$ cat src/rtl/fetch_stage_if.sv
// Instruction-memory read bus between the fetch stage (master) and a
// synchronous instruction memory with one cycle of read latency (slave).
interface fetch_stage_if #(
    parameter int PC_W = 32
);
    logic            imem_en;
    logic [PC_W-1:0] imem_addr;
    logic [31:0]     imem_rdata;

    modport master (
        output imem_en,
        output imem_addr,
        input  imem_rdata
    );

    modport slave (
        input  imem_en,
        input  imem_addr,
        output imem_rdata
    );
endinterface

$ cat src/rtl/fetch_stage.sv
// Instruction-fetch stage: owns the PC, issues one read per cycle to a
// 1-cycle-latency instruction memory, redirects on taken branches, and keeps
// a one-entry skid buffer so the word in flight when a stall arrives is not lost.
// Optional build macro FETCH_PERF_EN adds saturating fetch/bubble counters.
module fetch_stage #(
    parameter int              PC_W      = 32,
    parameter logic [PC_W-1:0] RESET_PC  = '0,
    parameter logic [31:0]     NOP_INSTR = 32'h6800_0000
) (
    input  logic              clk,
    input  logic              rst,
    input  logic              stall,
    input  logic              branch_taken,
    input  logic [PC_W-1:0]   branch_pc,
    fetch_stage_if.master     imem,
    output logic              if_valid,
    output logic [PC_W-1:0]   if_pc,
    output logic [31:0]       if_instr,
    output logic [4:0]        if_opcode,
    output logic              if_imm
`ifdef FETCH_PERF_EN
    ,
    output logic [31:0]       perf_fetch_cnt,
    output logic [31:0]       perf_bubble_cnt
`endif
);

    logic [PC_W-1:0] pc_q, pc_d;
    logic            req_v_q, req_v_d;
    logic [PC_W-1:0] req_pc_q, req_pc_d;
    logic            skid_v_q, skid_v_d;
    logic [PC_W-1:0] skid_pc_q, skid_pc_d;
    logic [31:0]     skid_instr_q, skid_instr_d;
    logic            if_valid_q, if_valid_d;
    logic [PC_W-1:0] if_pc_q, if_pc_d;
    logic [31:0]     if_instr_q, if_instr_d;

    logic            fetch_en;
    logic [PC_W-1:0] branch_target;

    // A request goes out only when nothing holds or squashes this cycle.
    assign fetch_en       = !rst && !stall && !branch_taken;
    assign branch_target  = branch_pc & ~PC_W'(3);
    assign imem.imem_en   = fetch_en;
    assign imem.imem_addr = pc_q;

    // Next PC: redirect beats stall; sequential fetch wraps naturally at 2^PC_W.
    always_comb begin
        pc_d = pc_q;
        if (branch_taken) begin
            pc_d = branch_target;
        end else if (!stall) begin
            pc_d = pc_q + PC_W'(4);
        end
    end

    // Remember whether (and where) a read was issued, so next cycle's data can be tagged.
    always_comb begin
        req_v_d  = fetch_en;
        req_pc_d = pc_q;
    end

    // Route the returning word: squash on redirect, park it while stalled,
    // otherwise feed the output register (skid entry first, it is older).
    always_comb begin
        skid_v_d     = skid_v_q;
        skid_pc_d    = skid_pc_q;
        skid_instr_d = skid_instr_q;
        if_valid_d   = if_valid_q;
        if_pc_d      = if_pc_q;
        if_instr_d   = if_instr_q;
        if (branch_taken) begin
            skid_v_d   = 1'b0;
            if_valid_d = 1'b0;
            if_instr_d = NOP_INSTR;
        end else if (stall) begin
            if (req_v_q) begin
                skid_v_d     = 1'b1;
                skid_pc_d    = req_pc_q;
                skid_instr_d = imem.imem_rdata;
            end
        end else if (skid_v_q) begin
            skid_v_d   = 1'b0;
            if_valid_d = 1'b1;
            if_pc_d    = skid_pc_q;
            if_instr_d = skid_instr_q;
        end else if (req_v_q) begin
            if_valid_d = 1'b1;
            if_pc_d    = req_pc_q;
            if_instr_d = imem.imem_rdata;
        end else begin
            if_valid_d = 1'b0;
            if_instr_d = NOP_INSTR;
        end
    end

    // State registers; reset drops every in-flight and buffered word.
    always_ff @(posedge clk) begin
        if (rst) begin
            pc_q         <= RESET_PC;
            req_v_q      <= 1'b0;
            req_pc_q     <= RESET_PC;
            skid_v_q     <= 1'b0;
            skid_pc_q    <= RESET_PC;
            skid_instr_q <= NOP_INSTR;
            if_valid_q   <= 1'b0;
            if_pc_q      <= RESET_PC;
            if_instr_q   <= NOP_INSTR;
        end else begin
            pc_q         <= pc_d;
            req_v_q      <= req_v_d;
            req_pc_q     <= req_pc_d;
            skid_v_q     <= skid_v_d;
            skid_pc_q    <= skid_pc_d;
            skid_instr_q <= skid_instr_d;
            if_valid_q   <= if_valid_d;
            if_pc_q      <= if_pc_d;
            if_instr_q   <= if_instr_d;
        end
    end

    assign if_valid  = if_valid_q;
    assign if_pc     = if_pc_q;
    assign if_instr  = if_instr_q;
    assign if_opcode = if_instr_q[31:27];
    assign if_imm    = if_instr_q[26];

`ifdef FETCH_PERF_EN
    logic [31:0] perf_fetch_cnt_q, perf_fetch_cnt_d;
    logic [31:0] perf_bubble_cnt_q, perf_bubble_cnt_d;
    logic        load_valid;
    logic        load_bubble;

    // Classify what the output register loads this cycle; a held register loads nothing.
    always_comb begin
        load_valid  = !branch_taken && !stall && (skid_v_q || req_v_q);
        load_bubble = branch_taken || (!stall && !skid_v_q && !req_v_q);
        perf_fetch_cnt_d  = perf_fetch_cnt_q;
        perf_bubble_cnt_d = perf_bubble_cnt_q;
        if (load_valid && (perf_fetch_cnt_q != '1)) begin
            perf_fetch_cnt_d = perf_fetch_cnt_q + 32'd1;
        end
        if (load_bubble && (perf_bubble_cnt_q != '1)) begin
            perf_bubble_cnt_d = perf_bubble_cnt_q + 32'd1;
        end
    end

    // Saturating counter registers.
    always_ff @(posedge clk) begin
        if (rst) begin
            perf_fetch_cnt_q  <= '0;
            perf_bubble_cnt_q <= '0;
        end else begin
            perf_fetch_cnt_q  <= perf_fetch_cnt_d;
            perf_bubble_cnt_q <= perf_bubble_cnt_d;
        end
    end

    assign perf_fetch_cnt  = perf_fetch_cnt_q;
    assign perf_bubble_cnt = perf_bubble_cnt_q;
`endif

endmodule

$ cat src/flat_wrapper.sv
// flat-port wrapper written by rule: the top's interface ports become plain ports
module fetch_stage_flat 
#(
    parameter int              PC_W      = 32,
    parameter logic [PC_W-1:0] RESET_PC  = '0,
    parameter logic [31:0]     NOP_INSTR = 32'h6800_0000
)
  (clk, rst, stall, branch_taken, branch_pc, if_valid, if_pc, if_instr, if_opcode, if_imm, imem_imem_en, imem_imem_addr, imem_imem_rdata);
  fetch_stage_if #(.PC_W(PC_W)) imem_i ();
  input  logic clk;
  input  logic rst;
  input  logic stall;
  input  logic branch_taken;
  input  logic [PC_W-1:0] branch_pc;
  output logic if_valid;
  output logic [PC_W-1:0] if_pc;
  output logic [31:0] if_instr;
  output logic [4:0] if_opcode;
  output logic if_imm;
  output wire logic [$bits(imem_i.imem_en)-1:0] imem_imem_en;
  output wire logic [$bits(imem_i.imem_addr)-1:0] imem_imem_addr;
  input wire logic [$bits(imem_i.imem_rdata)-1:0] imem_imem_rdata;
  assign imem_imem_en = imem_i.imem_en;
  assign imem_imem_addr = imem_i.imem_addr;
  assign imem_i.imem_rdata = imem_imem_rdata;
  fetch_stage #(.PC_W(PC_W), .RESET_PC(RESET_PC), .NOP_INSTR(NOP_INSTR)) u_core (.clk(clk), .rst(rst), .stall(stall), .branch_taken(branch_taken), .branch_pc(branch_pc), .imem(imem_i), .if_valid(if_valid), .if_pc(if_pc), .if_instr(if_instr), .if_opcode(if_opcode), .if_imm(if_imm));
endmodule
$ cat config.mk
export PLATFORM = sky130hd
export DESIGN_NAME = fetch_stage_flat
export DESIGN_NICKNAME = d
export VERILOG_FILES = /design/src/rtl/fetch_stage_if.sv /design/src/rtl/fetch_stage.sv /design/src/flat_wrapper.sv
export SDC_FILE = /design/constraint.sdc
export NUM_CORES = 1
export LEC_CHECK = 0
export CORE_ASPECT_RATIO = 0.75
export CORE_UTILIZATION = 25
export CTS_CLUSTER_SIZE = 30
export DETAILED_ROUTE_END_ITERATION = 8
export GPL_TIMING_DRIVEN = 0
export PLACE_DENSITY = 0.49
export SETUP_SLACK_MARGIN = 0.15
export SLEW_MARGIN = 20
export SYNTH_ARGS = -nofsm -noshare
export SYNTH_HDL_FRONTEND = slang
export SYNTH_SLANG_ARGS = --single-unit
export TNS_END_PERCENT = 50
$ cat constraint.sdc
create_clock -name clk -period 2.5 [get_ports clk]
set_clock_uncertainty 0.1 [all_clocks]
set_input_delay 0.5 -clock clk [delete_from_list [all_inputs] [get_ports clk]]
set_output_delay 0.5 -clock clk [all_outputs]
set_load 0.03 [all_outputs]
==> results of run 1 <==
report_power, final:
group | internal [mW] | switching, mW
registers | 3.07 | 0.0965
logic | 0.335 | 0.439
clock network | 1.43 | 1.28
total | 4.84 | 1.81
layout by cell type (no fill, tap or decap), types with 4 or more instances in the layout:
cell | synthesis | final
a221oi_1 | 29 | 29
clkdlybuf4s50_1 | 0 | 162
nand3_1 | 10 | 9
xnor2_1 | 10 | 10
buf_2 | 3 | 4
or4_1 | 9 | 9
clkbuf_1 | 61 | 56
nand2_1 | 145 | 145
a311oi_1 | 14 | 14
clkbuf_16 | 0 | 17
buf_4 | 10 | 19
o21ai_0 | 5 | 5
inv_1 | 5 | 5
dfxtp_1 | 187 | 180
clkbuf_2 | 1 | 5
a21oi_1 | 66 | 66
nor2_1 | 66 | 65
a211oi_1 | 37 | 37
nand3b_1 | 7 | 7
o31ai_1 | 8 | 8
or3_1 | 8 | 8
mux2i_1 | 31 | 31
dfxtp_2 | 0 | 7
nor4_1 | 5 | 5
buf_1 | 6 | 4
nor3_1 | 35 | 34
conb_1 | 1 | 4
nor2b_1 | 57 | 57
nand4_1 | 8 | 8
o211ai_1 | 4 | 4
worst min-delay path, cell delays in order, from the launching register on:
cell     delay [ps]
dfxtp_1         310
nand2_1          50
a21oi_1          50
registers in the layout, summed over array words and instances, names as in the netlist:
register               flops
u_core.if_instr           32
u_core.req_pc_q           30
u_core.skid_v_q            1
u_core.req_v_q             1
u_core.skid_instr_q       32
u_core.if_pc              30
u_core.imem.imem_addr     30
u_core.skid_pc_q          30
u_core.if_valid            1
worst paths after layout:
check	from	end	slack, ps	cells past startpoint
min	u_core.req_pc_q[25]	u_core.skid_pc_q[25]	350	2
max reg2reg	u_core.skid_v_q	u_core.if_instr[23]	260	6
max	u_core.imem.imem_addr[13]	imem_imem_addr[13]	170	1
min reg2reg	u_core.req_pc_q[25]	u_core.skid_pc_q[25]	350	2
cell usage after synthesis, types with 9 or more instances:
| cell type | instances | share of area (%) |
|---|---|---|
| xnor2_1 | 10 | 1.2 |
| nor3_1 | 35 | 2.3 |
| nand3_1 | 10 | 0.67 |
| buf_4 | 10 | 1.0 |
| a21oi_1 | 66 | 4.4 |
| or4_1 | 9 | 0.90 |
| a221oi_1 | 29 | 3.4 |
| nand2_1 | 145 | 7.3 |
| nor2_1 | 66 | 3.3 |
| a211oi_1 | 37 | 3.7 |
| dfxtp_1 | 187 | 50 |
| clkbuf_1 | 61 | 3.1 |
| nor2b_1 | 57 | 4.8 |
| a311oi_1 | 14 | 1.6 |
| mux2i_1 | 31 | 4.1 |
stage by stage:
step	setup slack, ps	std cells	setup TNS, ps	utilization (%)
floorplan	229	862	0	-
global placement	-1660	1418	-90090	33.0
detailed placement	-1660	1418	-92860	33.0
CTS	125	1449	0	35.1
global route	124	1457	0	35.3
finish	170	1458	0	35.3
cell type report:
type                       count  area share (%)
clock buffer                  19            4.28
inverter                       6           0.218
multi-input combinational    587            33.1
antenna                        2          0.0484
tap                          392            4.74
timing repair buffer         171            16.3
buffer                        81            3.70
sequential                   187            36.3
clock inverter                13            1.31
cell families (layout without fill, tap and decap cells):
group	Yosys count	after routing	share of synthesized area, %
buffers and inverters	88	290	5.07
xor gates and xnor gates	11	11	1.28
adders and majority gates	1	1	0.167
muxes	31	31	4.14
other	1	6	0.0500
and+or+nand+nor	367	367	23.7
DFF	187	187	49.9
AOI/OAI and AO/OA	173	173	15.7
timing repair:
item / 4_1_cts / 5_1_grt
pin swaps: 1 / 2
buffers inserted: 0 / 7
resized for setup: 24 / 11
hold endpoints to repair: 0 / 0
setup endpoints to repair: 145 / 25
gates cloned: 0 / 0
per-layer routing:
metal / global-route usage (%) / part of all wire, % / up-vias / wire, um
met2: 24.8 / 44 / 145 / 11100
met5: 0 / 0 / - / 0
met3: 3.84 / 4.2 / 12 / 1050
met4: 4.62 / 0.85 / 0 / 216
met1: 24.1 / 51 / 3266 / 12900
li1: - / - / 3407 / -
==> results by group, run 1 <==
CTS
  – Clock root cell: clkbuf_16
  – CTS tree: done
  – H-tree Lvls: 4
  – Hold-fix buffers, CTS: 0
  – Clock sink count: 187
  – Buffer depth of the longest clock path: 2
  – Clock Pin Slew Worst Setup and Hold Paths: 80 ps
  – Skew-Pair Late Insertion Delay: 440 ps
  – Total CTS buffers: 17

Synth
  – Cell count after synthesis: 859
  – Sequential element share of the synthesized area: 49.9%
  – Post-synth EDFFs: 0
  – Synth Warn #: 0
  – Post-Syn Area: 7500 um2
  – Async S/R FF share, synth: 0%
  – Yosys cell types: 51
  – Avg Cell Area, Syn: 8.73 um2
  – Yosys reg bits: 187
  – Primary FF master, synth: dfxtp_1

Routing
  – # DRC: 0
  – DR pass1 iterations: 5
  – Vias: 6830
  – Antenna-violating nets left: 0
  – Drt wl/cell: 17.4 um
  – Via/cell ratio: 4.68
  – Total Routed Length: 25300 um
  – Starting DRC count in detailed routing: 351

GRT
  – Number of global-route vias before repair: 6597
  – Initial antenna violation count: 2
  – Aggregate global routing overflow: 0
  – Largest net degree at the start of global routing: 18
  – Gr usage total: 16.7%
  – First-pass GRT wire length: 39100 um

Timing
  – Period minus WS final: 2330 ps
  – Slew margin rel.: 43.9%
  – Max Freq: 0.429 GHz
  – Period utilization: 93.2%
  – Final Max Slew Viols: 0
  – Final setup violation count: 0
  – RSZ-0062 raised after global routing: true
  – Hold Violations, Final: 0
  – Hold Worst Slack: 347 ps
  – Worst slew pin tran: 842 ps

Outcome
  – Outcome: complete, no violations

Setup path
  – Critical path's slowest cell: clkdlybuf4s50_1
  – Crit-path cells: clkdlybuf4s50_1
  – Max FO, Critical Path: 7
  – Delay-heaviest family, CP: buffers and inverters
  – CP max stage delay: 750 ps
  – Arrival @ worst endpoint: 1730 ps
  – Kind of critical path: reg -> out
  – Startpoint Class: flip-flop
  – Crit path buffers/inverters: 1
  – Worst EP required: 1900 ps
  – Crit path capture type: primary output

Die
  – Num rows: 54
  – Initial Util: 25.6%
  – Die area: 30700 um2
  – Core footprint: 29300 um2
  – I/O pin count: 172
  – Overall die width: 202 um
  – Die height: 152 um

Placed design
  – DPL Wire Length: 18500 um
  – Routability cong.: 0.788
  – DP Area: 9640 um2
  – I/O Buffers: 164

Finish
  – Nets: 1120
  – Layout cells sized above 1: 7.42%
  – Cell area after layout: 10300 um2
  – Area Growth Syn to Fin: 37.9%
  – Fillers: 3080
  – Multi-input logic area: 3420 um2
  – Register area: 3750 um2

Power and ir drop
  – Peak supply drop: 0.407 mV
  – PD cells: 643 nW/um2
  – Pwr Total: 6.65 mW
  – P_leak: 3.33 nW

Min path
  – Hold WC Path Type: reg -> reg

Run
  – Max cap viols: 0
No activity file was read; power rests on OpenSTA's default activity.
==> inputs of run 2 (changes only) <==
- MAX_ROUTING_LAYER: not set -> met4
- PLACE_DENSITY: 0.49 -> not set
- PLACE_DENSITY_LB_ADDON: not set -> 0.15
==> results by group, run 2 (same netlist as run 1, synthesis figures left out) <==
Outcome
  – Outcome: complete, no violations

Timing
  – Slew margin rel.: 41.3% (-2.6 points)
  – Final setup violation count: 0 (unchanged)
  – RSZ-0062 raised after global routing: true
  – Period minus WS final: 2340 ps (+10.1 ps)
  – Final Max Slew Viols: 0 (unchanged)
  – Worst slew pin tran: 881 ps (+39.0 ps)
  – Final setup TNS: 0 ps (unchanged)
  – Max Freq: 0.427 GHz (-0.43%)
  – Hold Worst Slack: 352 ps (+5.50 ps)
  – Hold Violations, Final: 0 (unchanged)
  – Period utilization: 93.6% (+0.40 points)

CTS
  – Total CTS buffers: 17 (unchanged)
  – Clock sink count: 187 (unchanged)
  – Clock root cell: clkbuf_16
  – CTS tree: done
  – Clock Pin Slew Worst Setup and Hold Paths: 70 ps (about the same)
  – Buffer depth of the longest clock path: 2 (unchanged)
  – Skew-Pair Late Insertion Delay: 440 ps (about the same)
  – H-tree Lvls: 4 (unchanged)

Finish
  – Non-filler instance count after layout: 1457 (-0.069%)
  – Cell area after layout: 10400 um2 (+0.73%)
  – Area Growth Syn to Fin: 38.9%
  – Layout cells sized above 1: 8.18% (+0.76 points)
  – Most common cell after layout, fill and taps aside: dfxtp_1
  – Fillers: 3011 (-2.2%)
  – Commonest cells after routing, fill and taps aside: dfxtp_1 (177), clkdlybuf4s50_1 (162), nand2_1 (145), a21oi_1 (66), nor2_1 (65)
  – Nets: 1120 (unchanged)

GRT
  – Met3 usage: 3.37% (-0.47 points)
  – Largest net degree at the start of global routing: 17 (-1)
  – First-pass GRT wire length: 39600 um (+1.1%)
  – Initial antenna violation count: 2 (unchanged)
  – Met1 GRT Util: 24.8% (+0.70 points)
  – M2 GR Usage: 25.2% (+0.36 points)
  – GR peak layer: met2
  – Gr usage total: 17.5% (+0.72 points)
  – Number of global-route vias before repair: 6663 (+1.0%)
  – Aggregate global routing overflow: 0 (unchanged)

Placed design
  – I/O Buffers: 164 (unchanged)
  – DPL Wire Length: 18700 um (+1.2%)
  – Placed insts: 1418 (unchanged)
  – DP Area: 9650 um2 (about the same)
  – Routability cong.: 0.782 (-0.71%)

Min path
  – Hold-critical path depth: 2 (unchanged)
  – Hold WC Path Type: reg -> reg
  – Hold Path End: u_core.skid_pc_q[15]
  – Worst hold start: u_core.req_pc_q[15]

Setup path
  – FF-to-FF path depth: 5 (-1)
  – Startpoint Class: input pin
  – Reg-to-reg slack, setup: 260 ps (about the same)
  – Kind of critical path: in -> out
  – Worst EP required: 1900 ps (about the same)
  – Crit path capture type: primary output
  – Reg-to-Reg End: u_core.imem.imem_addr[16]
  – Arrival @ worst endpoint: 1740 ps (about the same)
  – Reg-to-reg startpoint: u_core.imem.imem_addr[9]
  – Max FO, Critical Path: 7 (unchanged)

Routing
  – Vias: 6869 (+0.57%)
  – Via/cell ratio: 4.71 (+0.64%)
  – Starting DRC count in detailed routing: 322 (-8.3%)
  – DR pass1 iterations: 4 (-1)
  – Drt wl/cell: 17.7 um (+2.0%)
  – Total Routed Length: 25800 um (+2.0%)
  – Antenna-violating nets left: 0 (unchanged)
  – # DRC: 0 (unchanged)

Power and ir drop
  – P_leak: 3.39 nW (+1.6%)
  – Peak supply drop: 0.440 mV (+8.1%)
  – PD cells: 676 nW/um2 (+5.2%)

Run
  – Max cap viols: 0 (unchanged)

Die
  – I/O pin count: 172 (unchanged)
  – Die area: 30700 um2 (unchanged)
  – Overall die width: 202 um (unchanged)
  – Initial Util: 25.6% (unchanged)
  – Die height: 152 um (unchanged)
  – Num rows: 54 (unchanged)
  – Core footprint: 29300 um2 (unchanged)
==> run 2: worst max-delay path, stage by stage <==
cell and delay [ps]:
clkdlybuf4s50_1 450, or2_2 400, nor2_2 170, clkbuf_4 220
==> run 2: metrics by stage <==
stage | worst slack, ps | util (%) | power (mW)
after floorplan | 229 | - | 3.62
after global placement | -1680 | 33.0 | 4.01
after detailed placement | -1690 | 33.0 | 4.01
after CTS | 11.4 | 35.3 | 7.11
after global routing | 111 | 35.6 | 7.30
final | 160 | 35.6 | 7.04
==> run 2: layer usage <==
metal,share of wire (%),routed length [um]
met5,0,0
met4,1.1,282
met3,4.2,1100
met2,44,11300
met1,51,13100
==> run 2: worst max-delay path by stage <==
| stage | slack, ps | from | to | depth (start not counted) |
|---|---|---|---|---|
| final | 160 | rst | imem_imem_en | 4 |
| after global routing | 110 | rst | u_core.skid_pc_q[13] | 5 |
| after CTS | 10 | stall | imem_imem_en | 6 |
| after detailed placement | -1690 | stall | imem_imem_en | 6 |
| after global placement | -1680 | stall | imem_imem_en | 6 |
| after floorplan | 230 | u_core.imem.imem_addr[2] | u_core.imem.imem_addr[20] | 6 |
==> run 2: repair_timing <==
item	in CTS	in global routing
hold buffers	0	0
setup buffers	0	7
gates resized for setup	21	24
pin swaps	0	2
setup endpoints to repair	143	49
==> run 2: layout make-up <==
cell class	count	area (um2)	area share, %
antenna	2	5.00	0.0480
buffer	81	383	3.68
clock buffer	19	443	4.25
clock inverter	12	206	1.98
inverter	6	22.5	0.216
multi-input combinational	587	3420	32.9
sequential	187	3760	36.1
tap	392	490	4.71
timing repair buffer	171	1690	16.2
==> run 2: power by group <==
part | internal, mW | switching [mW] | total, mW | leakage, nW
combinational | 0.334 | 0.444 | 0.778 | 1.54
sequential | 3.07 | 0.0959 | 3.17 | 1.53
clock | 1.81 | 1.28 | 3.10 | 0.315
==> inputs of run 3 (changes only) <==
- CORE_UTILIZATION: 25 -> 50
- MAX_ROUTING_LAYER: met4 -> not set
==> results by group, run 3 (same netlist as run 1, synthesis figures left out) <==
Placed design
  – I/O Buffers: 164 (unchanged)
  – Routability cong.: 0.853 (+9.1%)
  – DPL Wire Length: 14800 um (-21%)
  – Post-Place Worst Slack: -1350 ps (+336 ps)
  – Placed insts: 1226 (-14%)

CTS
  – Clock root cell: clkbuf_16
  – Buffer depth of the longest clock path: 2 (unchanged)
  – Clock Pin Slew Worst Setup and Hold Paths: 70 ps (about the same)
  – Skew-Pair Late Insertion Delay: 430 ps (about the same)
  – Total CTS buffers: 17 (unchanged)
  – Hold-fix buffers, CTS: 0 (unchanged)
  – Clock sink count: 187 (unchanged)
  – CTS tree: done
  – H-tree Lvls: 4 (unchanged)

Power and ir drop
  – Peak supply drop: 0.430 mV (-2.4%)
  – Pwr Total: 6.54 mW (-7.2%)
  – P_leak: 3.34 nW (-1.4%)
  – PD cells: 649 nW/um2 (-4.0%)

Die
  – Core footprint: 14500 um2 (-50%)
  – Die height: 108 um (-29%)
  – Initial Util: 51.5% (+26 points)
  – Overall die width: 143 um (-29%)
  – I/O pin count: 172 (unchanged)
  – Die area: 15500 um2 (-50%)
  – Num rows: 38 (-30%)

Outcome
  – Outcome: complete, no violations

Setup path
  – Kind of critical path: reg -> reg
  – Reg-to-Reg End: u_core.if_pc[22]
  – Startpoint Class: flip-flop
  – Crit path buffers/inverters: 2 (unchanged)
  – Reg-to-reg slack, setup: 210 ps (-50 ps)
  – CP max stage delay: 460 ps (about the same)
  – Delay-heaviest family, CP: buffers and inverters
  – Critical path's slowest cell: clkbuf_1
  – Crit-path cells: clkbuf_1 > nor2_1 > nor3_4 > clkbuf_1 > nor2_1 > a211oi_1
  – CP startpoint: u_core.skid_v_q
  – Worst EP required: 2730 ps (+830 ps)
  – Crit path capture type: flip-flop
  – Critical Path Sink: u_core.if_pc[22]
  – Max FO, Critical Path: 10 (+3)
  – CP Depth: 6 (+2)
  – Arrival @ worst endpoint: 2530 ps (+790 ps)
  – Reg-to-reg startpoint: u_core.skid_v_q
  – FF-to-FF path depth: 6 (+1)

Routing
  – Drt wl/cell: 16.5 um (-7.1%)
  – Total Routed Length: 20800 um (-19%)
  – DR pass1 iterations: 5 (+1)
  – Via/cell ratio: 5.53 (+17%)
  – Starting DRC count in detailed routing: 627 (+95%)
  – # DRC: 0 (unchanged)
  – Vias: 6992 (+1.8%)
  – Antenna-violating nets left: 0 (unchanged)

Timing
  – Hold Worst Slack: 350 ps (-1.64 ps)
  – Hold Violations, Final: 0 (unchanged)
  – Worst Setup Slack, final: 208 ps (+48.2 ps)
  – Final Max Slew Viols: 0 (unchanged)
  – RSZ-0062 raised after global routing: true
  – Slew margin rel.: 47.6% (+6.3 points)
  – Final setup TNS: 0 ps (unchanged)
  – Period minus WS final: 2290 ps (-48.2 ps)
  – Max Freq: 0.436 GHz (+2.1%)
  – Worst slew pin tran: 786 ps (-95.0 ps)
  – Final setup violation count: 0 (unchanged)
  – Period utilization: 91.7% (-1.9 points)

GRT
  – Largest net degree at the start of global routing: 19 (+2)
  – Initial antenna violation count: 0 (-2)
  – Number of global-route vias before repair: 6376 (-4.3%)
  – Gr usage total: 27.5% (+10 points)
  – Aggregate global routing overflow: 0 (unchanged)
  – First-pass GRT wire length: 32800 um (-17%)

Finish
  – Register area: 3750 um2 (-0.13%)
  – Fillers: 1228 (-59%)
  – Layout cells sized above 1: 7.42% (-0.77 points)
  – Area Growth Syn to Fin: 34.4%
  – Multi-input logic area: 3410 um2 (-0.29%)
  – N_diodes: 0 (-2)
  – Nets: 1121 (+0.089%)
  – Commonest cells after routing, fill and taps aside: dfxtp_1 (181), clkdlybuf4s50_1 (162), nand2_1 (145), a21oi_1 (66), nor2_1 (65)
  – Most common cell after layout, fill and taps aside: dfxtp_1
  – Non-filler instance count after layout: 1265 (-13%)

Run
  – Max cap viols: 0 (unchanged)

Min path
  – Hold WC Path Type: reg -> reg
  – Hold-critical path depth: 2 (unchanged)
-- run 3: repair_timing --
action / in CTS / in global routing
buffers inserted: 0 / 7
setup endpoints to repair: 70 / 73
pin swaps: 0 / 2
resized for setup: 17 / 22
-- run 3: worst min-delay path by stage --
stage,from,end,slack [ps]
floorplan,u_core.req_pc_q[10],u_core.skid_pc_q[10],330
global placement,u_core.req_pc_q[13],u_core.skid_pc_q[13],340
detailed placement,u_core.req_pc_q[19],u_core.skid_pc_q[19],340
CTS,u_core.req_pc_q[20],u_core.skid_pc_q[20],350
global route,u_core.req_pc_q[20],u_core.skid_pc_q[20],350
finish,u_core.req_pc_q[19],u_core.skid_pc_q[19],350
-- run 3: metal layers --
layer / global-route usage [%] / vias to the layer above / share of wire, %
met1: 40.6 / 3293 / 48
met3: 5.36 / 28 / 7.0
met2: 39.9 / 274 / 43
met5: 0 / - / 0
met4: 8.74 / 0 / 1.8
li1: - / 3397 / -
-- run 3: layout make-up --
| cell class | instances | share of cell area [%] |
|---|---|---|
| plain buffers | 82 | 3.79 |
| well taps | 200 | 2.48 |
| clock inverters | 13 | 1.24 |
| multi-input cells | 587 | 33.9 |
| repair buffers | 171 | 16.8 |
| inverters | 6 | 0.223 |
| clock buffers | 19 | 4.40 |
| flip-flops and latches | 187 | 37.2 |
-- run 3: through the flow --
step | utilization (%) | instance area [um2]
after floorplan | - | 7510
after global placement | 64.6 | 9400
after detailed placement | 64.6 | 9400
after CTS | 68.7 | 10000
after global routing | 69.3 | 10100
final | 69.3 | 10100
-- run 3: report_power, final --
part	leakage (nW)	internal (mW)	total, mW	switching [mW]
registers	1.53	3.07	3.17	0.0928
clock network	0.278	1.35	2.62	1.27
logic	1.53	0.333	0.755	0.422
-- run 3: worst min-delay path, stage by stage, from the launching register on --
cell and delay, ps:
dfxtp_1 310, nand2_1 50, a21oi_1 50
